==> config.mk <==
export PLATFORM = sky130hd
export DESIGN_NAME = drum_voice_synth
export DESIGN_NICKNAME = d
export VERILOG_FILES = /design/src/rtl/drum_pkg.sv /design/src/rtl/drum_voice_env.sv /design/src/rtl/drum_voice_synth.sv
export SDC_FILE = /design/constraint.sdc
export NUM_CORES = 1
export LEC_CHECK = 0
export BUFFER_PORTS_ARGS = -buffer_cell sky130_fd_sc_hd__buf_2
export CAP_MARGIN = 40
export CORE_UTILIZATION = 40
export DETAILED_ROUTE_END_ITERATION = 8
export MAX_ROUTING_LAYER = met4
export PLACE_DENSITY_LB_ADDON = 0.12
export REMOVE_ABC_BUFFERS = 1
export SYNTH_ARGS = -nofsm -noshare
export SYNTH_HDL_FRONTEND = slang
export SYNTH_SLANG_ARGS = --single-unit
==> constraint.sdc <==
create_clock -name Clk -period 8.1 [get_ports Clk]
set_input_delay 0.405 -clock Clk [delete_from_list [all_inputs] [get_ports Clk]]
set_output_delay 0.405 -clock Clk [all_outputs]
set_load 0.01 [all_outputs]
==> src/rtl/drum_pkg.sv <==
// Shared constants and helpers for the three-voice drum synthesiser.
package drum_pkg;

    // Voice slots, also used as bit positions in the active/trigger vectors
    typedef enum logic [1:0] {
        VOICE_SNARE  = 2'd0,
        VOICE_BASS   = 2'd1,
        VOICE_CYMBAL = 2'd2
    } voice_e;

    typedef enum logic {
        ENV_IDLE  = 1'b0,
        ENV_DECAY = 1'b1
    } env_state_e;

    // Samples per amplitude step of each envelope
    localparam int SNARE_DIV  = 24;
    localparam int BASS_DIV   = 48;
    localparam int CYMBAL_DIV = 96;

    // Samples per half period of the 100 Hz bass square wave at 48 kHz
    localparam int BASS_HALF = 240;

    // Galois LFSR for x^16+x^14+x^13+x^11+1, shifting right
    localparam logic [15:0] LFSR_SEED = 16'hACE1;
    localparam logic [15:0] LFSR_TAPS = 16'hB400;

    // Mix weights expressed as left shifts
    localparam int BASS_SHIFT   = 5;
    localparam int SNARE_SHIFT  = 4;
    localparam int CYMBAL_SHIFT = 3;

    function automatic logic [15:0] lfsr_next(input logic [15:0] cur);
        logic [15:0] nxt;
        nxt = {1'b0, cur[15:1]};
        if (cur[0]) begin
            nxt = nxt ^ LFSR_TAPS;
        end
        return nxt;
    endfunction

    // Unsigned amplitude plus a sign flag turned into a 9-bit signed value
    function automatic logic signed [8:0] signed_amp(input logic [7:0] amp, input logic neg);
        logic signed [8:0] mag;
        mag = $signed({1'b0, amp});
        return neg ? -mag : mag;
    endfunction

endpackage

==> src/rtl/drum_voice_env.sv <==
// Linear-decay envelope for one drum voice: retriggerable, one amplitude
// step every DIV samples, idle once the amplitude reaches zero.
module drum_voice_env
    import drum_pkg::*;
#(
    parameter int DIV = 24
) (
    input  logic       clk,
    input  logic       rst,
    input  logic       sample_en,
    input  logic       trig,
    output logic [7:0] amp,
    output logic       active
);

    localparam int            DW       = $clog2(DIV);
    localparam logic [DW-1:0] DIV_LAST = DW'(DIV - 1);

    env_state_e    state;
    logic [DW-1:0] divider;

    assign active = (state == ENV_DECAY);

    // Envelope FSM: a trigger restarts at full scale, otherwise decay by one step per DIV samples
    always_ff @(posedge clk or posedge rst) begin
        if (rst) begin
            state   <= ENV_IDLE;
            amp     <= 8'd0;
            divider <= '0;
        end else if (sample_en) begin
            if (trig) begin
                state   <= ENV_DECAY;
                amp     <= 8'd255;
                divider <= '0;
            end else if (state == ENV_DECAY) begin
                if (divider == DIV_LAST) begin
                    divider <= '0;
                    amp     <= amp - 8'd1;
                    if (amp == 8'd1) begin
                        state <= ENV_IDLE;
                    end
                end else begin
                    divider <= divider + 1'b1;
                end
            end
        end
    end

endmodule

==> src/rtl/drum_voice_synth.sv <==
// Three-voice drum synthesiser: snare and cymbal are LFSR noise, bass is a
// 100 Hz square wave, each shaped by its own decaying envelope and mixed.
module drum_voice_synth
    import drum_pkg::*;
(
    input  logic        Clk,
    input  logic        Reset,
    input  logic        sample_en,
    input  logic        snare,
    input  logic        bass,
    input  logic        cymbal,
    output logic [15:0] sample_out,
    output logic        sample_valid,
    output logic [2:0]  active
);

    logic [2:0] trig_in;
    logic [2:0] trig_prev;
    logic [2:0] edges;
    logic [2:0] pending;
    logic [2:0] trig;
    logic       armed;

    logic [7:0] amp_snare;
    logic [7:0] amp_bass;
    logic [7:0] amp_cymbal;

    logic [7:0]  half_cnt;
    logic        phase_neg;
    logic [15:0] lfsr;

    logic signed [8:0]  snare_v;
    logic signed [8:0]  bass_v;
    logic signed [8:0]  cymbal_v;
    logic signed [15:0] mix;

    assign trig_in = {cymbal, bass, snare};
    assign edges   = armed ? (trig_in & ~trig_prev) : 3'b000;
    assign trig    = pending | edges;

    // Edge capture: remember each trigger until the next sample strobe consumes it
    always_ff @(posedge Clk or posedge Reset) begin
        if (Reset) begin
            armed     <= 1'b0;
            trig_prev <= 3'b000;
            pending   <= 3'b000;
        end else begin
            armed     <= 1'b1;
            trig_prev <= trig_in;
            pending   <= sample_en ? 3'b000 : (pending | edges);
        end
    end

    drum_voice_env #(.DIV(SNARE_DIV)) u_env_snare (
        .clk       (Clk),
        .rst       (Reset),
        .sample_en (sample_en),
        .trig      (trig[VOICE_SNARE]),
        .amp       (amp_snare),
        .active    (active[VOICE_SNARE])
    );

    drum_voice_env #(.DIV(BASS_DIV)) u_env_bass (
        .clk       (Clk),
        .rst       (Reset),
        .sample_en (sample_en),
        .trig      (trig[VOICE_BASS]),
        .amp       (amp_bass),
        .active    (active[VOICE_BASS])
    );

    drum_voice_env #(.DIV(CYMBAL_DIV)) u_env_cymbal (
        .clk       (Clk),
        .rst       (Reset),
        .sample_en (sample_en),
        .trig      (trig[VOICE_CYMBAL]),
        .amp       (amp_cymbal),
        .active    (active[VOICE_CYMBAL])
    );

    // Bass square wave: flip polarity every BASS_HALF samples, restart positive on trigger
    always_ff @(posedge Clk or posedge Reset) begin
        if (Reset) begin
            half_cnt  <= 8'd0;
            phase_neg <= 1'b0;
        end else if (sample_en) begin
            if (trig[VOICE_BASS]) begin
                half_cnt  <= 8'd0;
                phase_neg <= 1'b0;
            end else if (active[VOICE_BASS]) begin
                if (half_cnt == 8'(BASS_HALF - 1)) begin
                    half_cnt  <= 8'd0;
                    phase_neg <= ~phase_neg;
                end else begin
                    half_cnt <= half_cnt + 8'd1;
                end
            end
        end
    end

    // Noise source shared by snare and cymbal, stepped once per sample
    always_ff @(posedge Clk or posedge Reset) begin
        if (Reset) begin
            lfsr <= LFSR_SEED;
        end else if (sample_en) begin
            lfsr <= lfsr_next(lfsr);
        end
    end

    // Weighted mix of the three voices from the current (pre-strobe) state
    always_comb begin
        snare_v  = signed_amp(amp_snare,  lfsr[0]);
        bass_v   = signed_amp(amp_bass,   phase_neg);
        cymbal_v = signed_amp(amp_cymbal, lfsr[7]);
        mix      = ({{7{bass_v[8]}},   bass_v}   <<< BASS_SHIFT)
                 + ({{7{snare_v[8]}},  snare_v}  <<< SNARE_SHIFT)
                 + ({{7{cymbal_v[8]}}, cymbal_v} <<< CYMBAL_SHIFT);
    end

    // Output register: capture the mix on each strobe and flag it for one cycle
    always_ff @(posedge Clk or posedge Reset) begin
        if (Reset) begin
            sample_out   <= 16'd0;
            sample_valid <= 1'b0;
        end else begin
            sample_valid <= sample_en;
            if (sample_en) begin
                sample_out <= mix;
            end
        end
    end

endmodule

==> impl_metrics.tcl <==
set metrics [dict create \
    status "complete, no violations" \
    arrival_ps 3850 \
    root_buffer "clkbuf_16" \
    fin_crit_sh 0.4460 \
    die_h_um 117.2 \
    min_period_ps 3612 \
    drc 0 \
    dp.cells 729 \
    r2r_start "u_env_snare.amp[0]" \
    cts_buffers 9 \
    fill_cells 1208 \
    utilization 0.4591 \
    critPathRequiredTime_ps 8330 \
    min_path_type "in -> async" \
    synth_most_common_cell "dfrtp_1" \
    r2r_slack_ps 4490 \
    synth_flop_cell "dfrtp_1" \
    yosys_warnings 0 \
    tightest_slew_ps 810.2 \
    crit_slowest_cell "fa_1" \
    vias_per_cell 5.220 \
    synth_top_area_share 0.3910 \
    io_pins 26 \
    syn_to_final_growth_pct 10.39 \
    syn_area_mm2 0.005313 \
    cts_sinks 91 \
    nets 605 \
    slowest_delay_ps 480 \
    cts_max_path_buffers 2 \
    grt_overflow 0 \
    p_leak_nw 2.452 \
    end_kind "flop" \
    setup_viol 0 \
    core_mm2 0.01277 \
    clk_pin_slew_ps 60 \
    maxCapViolations 0 \
    initial_core_util 0.4159 \
    synth-edff-count 0 \
    crit_chain "inv_1 -> ha_1 -> or3b_1 -> or3_1 -> o31a_1 -> fa_1 -> ha_1 -> nand2_1 -> o21ai_0 -> nand2_1 -> xnor2_1 -> mux2_2" \
    synthTopCellsByArea "dfrtp_1 39%, ha_1 4.9%, mux2_2 4.9%" \
    fp.dieW_um 117.2 \
    detailedRoute.firstIterationViolations 285 \
    worstReg2RegEnd "sample_out[13]" \
    cts-htree-levels 3 \
    first_pass_iters 4 \
    clk_latency_ps 350 \
    yosys.area.top_type "dfrtp_1" \
    avgSynthCellArea_um2 9.538 \
    grt_pass1_wl_um 18600 \
    synth.distinct_cells 58 \
    layout-drive-gt1-share 0.1466 \
    fmax_ghz 0.2768 \
    diodes 0 \
    synth_commonest_cells "83 x dfrtp_1, 65 x nand2_1, 39 x o21ai_0" \
    ys_async_sr_fraction 1.000 \
    drv_slew 0 \
    die-area_mm2 0.01375 \
    seq_area_frac_synth 0.4305 \
    grt_max_degree 68 \
    ys_ff_latch 91 \
    vias 3889 \
    ir_drop_uv 211.4 \
    rsz0062_at_grt "no" \
    ctsHoldBuffers 0 \
    row_count 41 \
    final_cells 745 \
    hpwl_um 7500 \
    cts_tree "done" \
    finalSetupTns_ps 0 \
    crit_type "reg -> reg" \
    io_buffer_count 22 \
    final_antenna_net_count 0 \
    synthCells 557 \
    finalClockSkew_ps 6.910 \
    post-cts-setup-buffer-count 0 \
    grt.total_usage 0.1828 \
    gp_congestion 0.8726 \
    wl_per_cell_um 14.56 \
    post_cts_resized 0 \
    grt_pass1_vias 3784 \
    worstPathMaxFanout 7 \
    start_kind "flop" \
    max_slew_margin 0.4599 \
    powerDensity_mw_per_mm2 435.9 \
    r2r_cells 12 \
    hold_violations 0 \
    wl_um 10850 \
    antenna_found_initial 0 \
]
## final cells by class
type,count,area [µm²],area share
clock buffer,12,266.5,0.04544
timing repair buffer,27,147.6,0.02518
clock inverter,4,47.55,0.008108
inverter,31,117.6,0.02006
sequential,91,2287,0.3900
tap,172,215.2,0.03670
multi-input combinational,408,2783,0.4745
## where the power goes
part	total (mW)	switching, mW	internal [mW]
sequential	0.719	0.116	0.603
clock	0.442	0.179	0.263
combinational	1.40	0.756	0.639
## metal layers
metal	share of wire	global-route usage	routed length, µm	vias to the layer above
met5	0	-	0	-
met4	0.022	0.07764	235	0
met3	0.027	0.03399	298	16
met2	0.45	0.2718	4835	53
met1	0.51	0.2440	5479	1845
li1	-	-	-	1975
## layout by cell type (no fill, tap or decap), types with 4 or more instances in the layout
master     Yosys  final
fa_1          10     10
nor3_1        16     16
xor2_1        16     16
a211oi_1       6      6
a22o_1         4      4
buf_2          2     22
buf_4          6      5
a21oi_1       29     29
nand3_1       16     16
nand4_1        7      7
conb_1         2      4
o31ai_1        9      9
dfrtp_1       83     83
mux2_2        23     23
dfstp_2        8      8
and3_1         5      5
nor2b_1        4      4
nand2_1       65     65
xnor2_1       21     21
o21ai_0       39     39
ha_1          21     21
nor2_1        34     34
inv_1         31     30
or3_1         14     14
clkbuf_16      0      9
a31oi_1       15     15
## critical path, delay by kind of cell, from the launching register on
kind / cells / cell delay [ps]
and+or+nand+nor: 4 / 960
muxes: 1 / 260
xor gates and xnor gates: 1 / 130
buffers and inverters: 1 / 90
AOI/OAI and AO/OA: 2 / 540
adders and majority gates: 3 / 1070
DFF: 1 / 440
## registers in the layout, indices dropped and copies added, names as in the netlist
signal	count
u_env_bass.active	1
phase_neg	1
u_env_bass.amp	8
u_env_snare.active	1
sample_out	13
u_env_bass.divider	6
u_env_cymbal.divider	7
u_env_snare.divider	5
pending	3
u_env_cymbal.amp	8
u_env_snare.amp	8
lfsr	16
trig_prev	3
armed	1
u_env_cymbal.active	1
half_cnt	8
sample_valid	1
## how the worst max path moves through the flow
| stage | from | endpoint | slack, ps |
|---|---|---|---|
| CTS | u_env_snare.amp[0] | sample_out[13] | 4510 |
| floorplan | u_env_snare.amp[0] | sample_out[13] | 4790 |
| detailed placement | u_env_snare.amp[0] | sample_out[13] | 4530 |
| global placement | u_env_snare.amp[0] | sample_out[13] | 4620 |
| finish | u_env_snare.amp[0] | sample_out[13] | 4490 |
| global route | u_env_snare.amp[0] | sample_out[13] | 4280 |
## kinds of logic after synthesis
| family | share of synthesized area |
|---|---|
| buf+inv | 0.04710 |
| simple gates | 0.1755 |
| mux | 0.05440 |
| fa+ha+maj | 0.08714 |
| flops | 0.4305 |
| compound gates | 0.1430 |
| xor+xnor | 0.06100 |
| other cells | 0.001414 |
## per-stage QoR
| stage | setup slack [ps] | total power, mW | cell area, µm² | hold slack, ps |
|---|---|---|---|---|
| finish | 4488 | 2.556 | 5864 | 60.49 |
| global route | 4276 | 2.823 | 5864 | 115.6 |
| CTS | 4507 | 2.582 | 5864 | 84.72 |
| detailed placement | 4532 | 2.125 | 5550 | 461.9 |
| global placement | 4621 | 2.094 | 5550 | 451.8 |
| floorplan | 4794 | 1.818 | 5186 | 436.4 |
No activity file was read; power rests on OpenSTA's default activity.
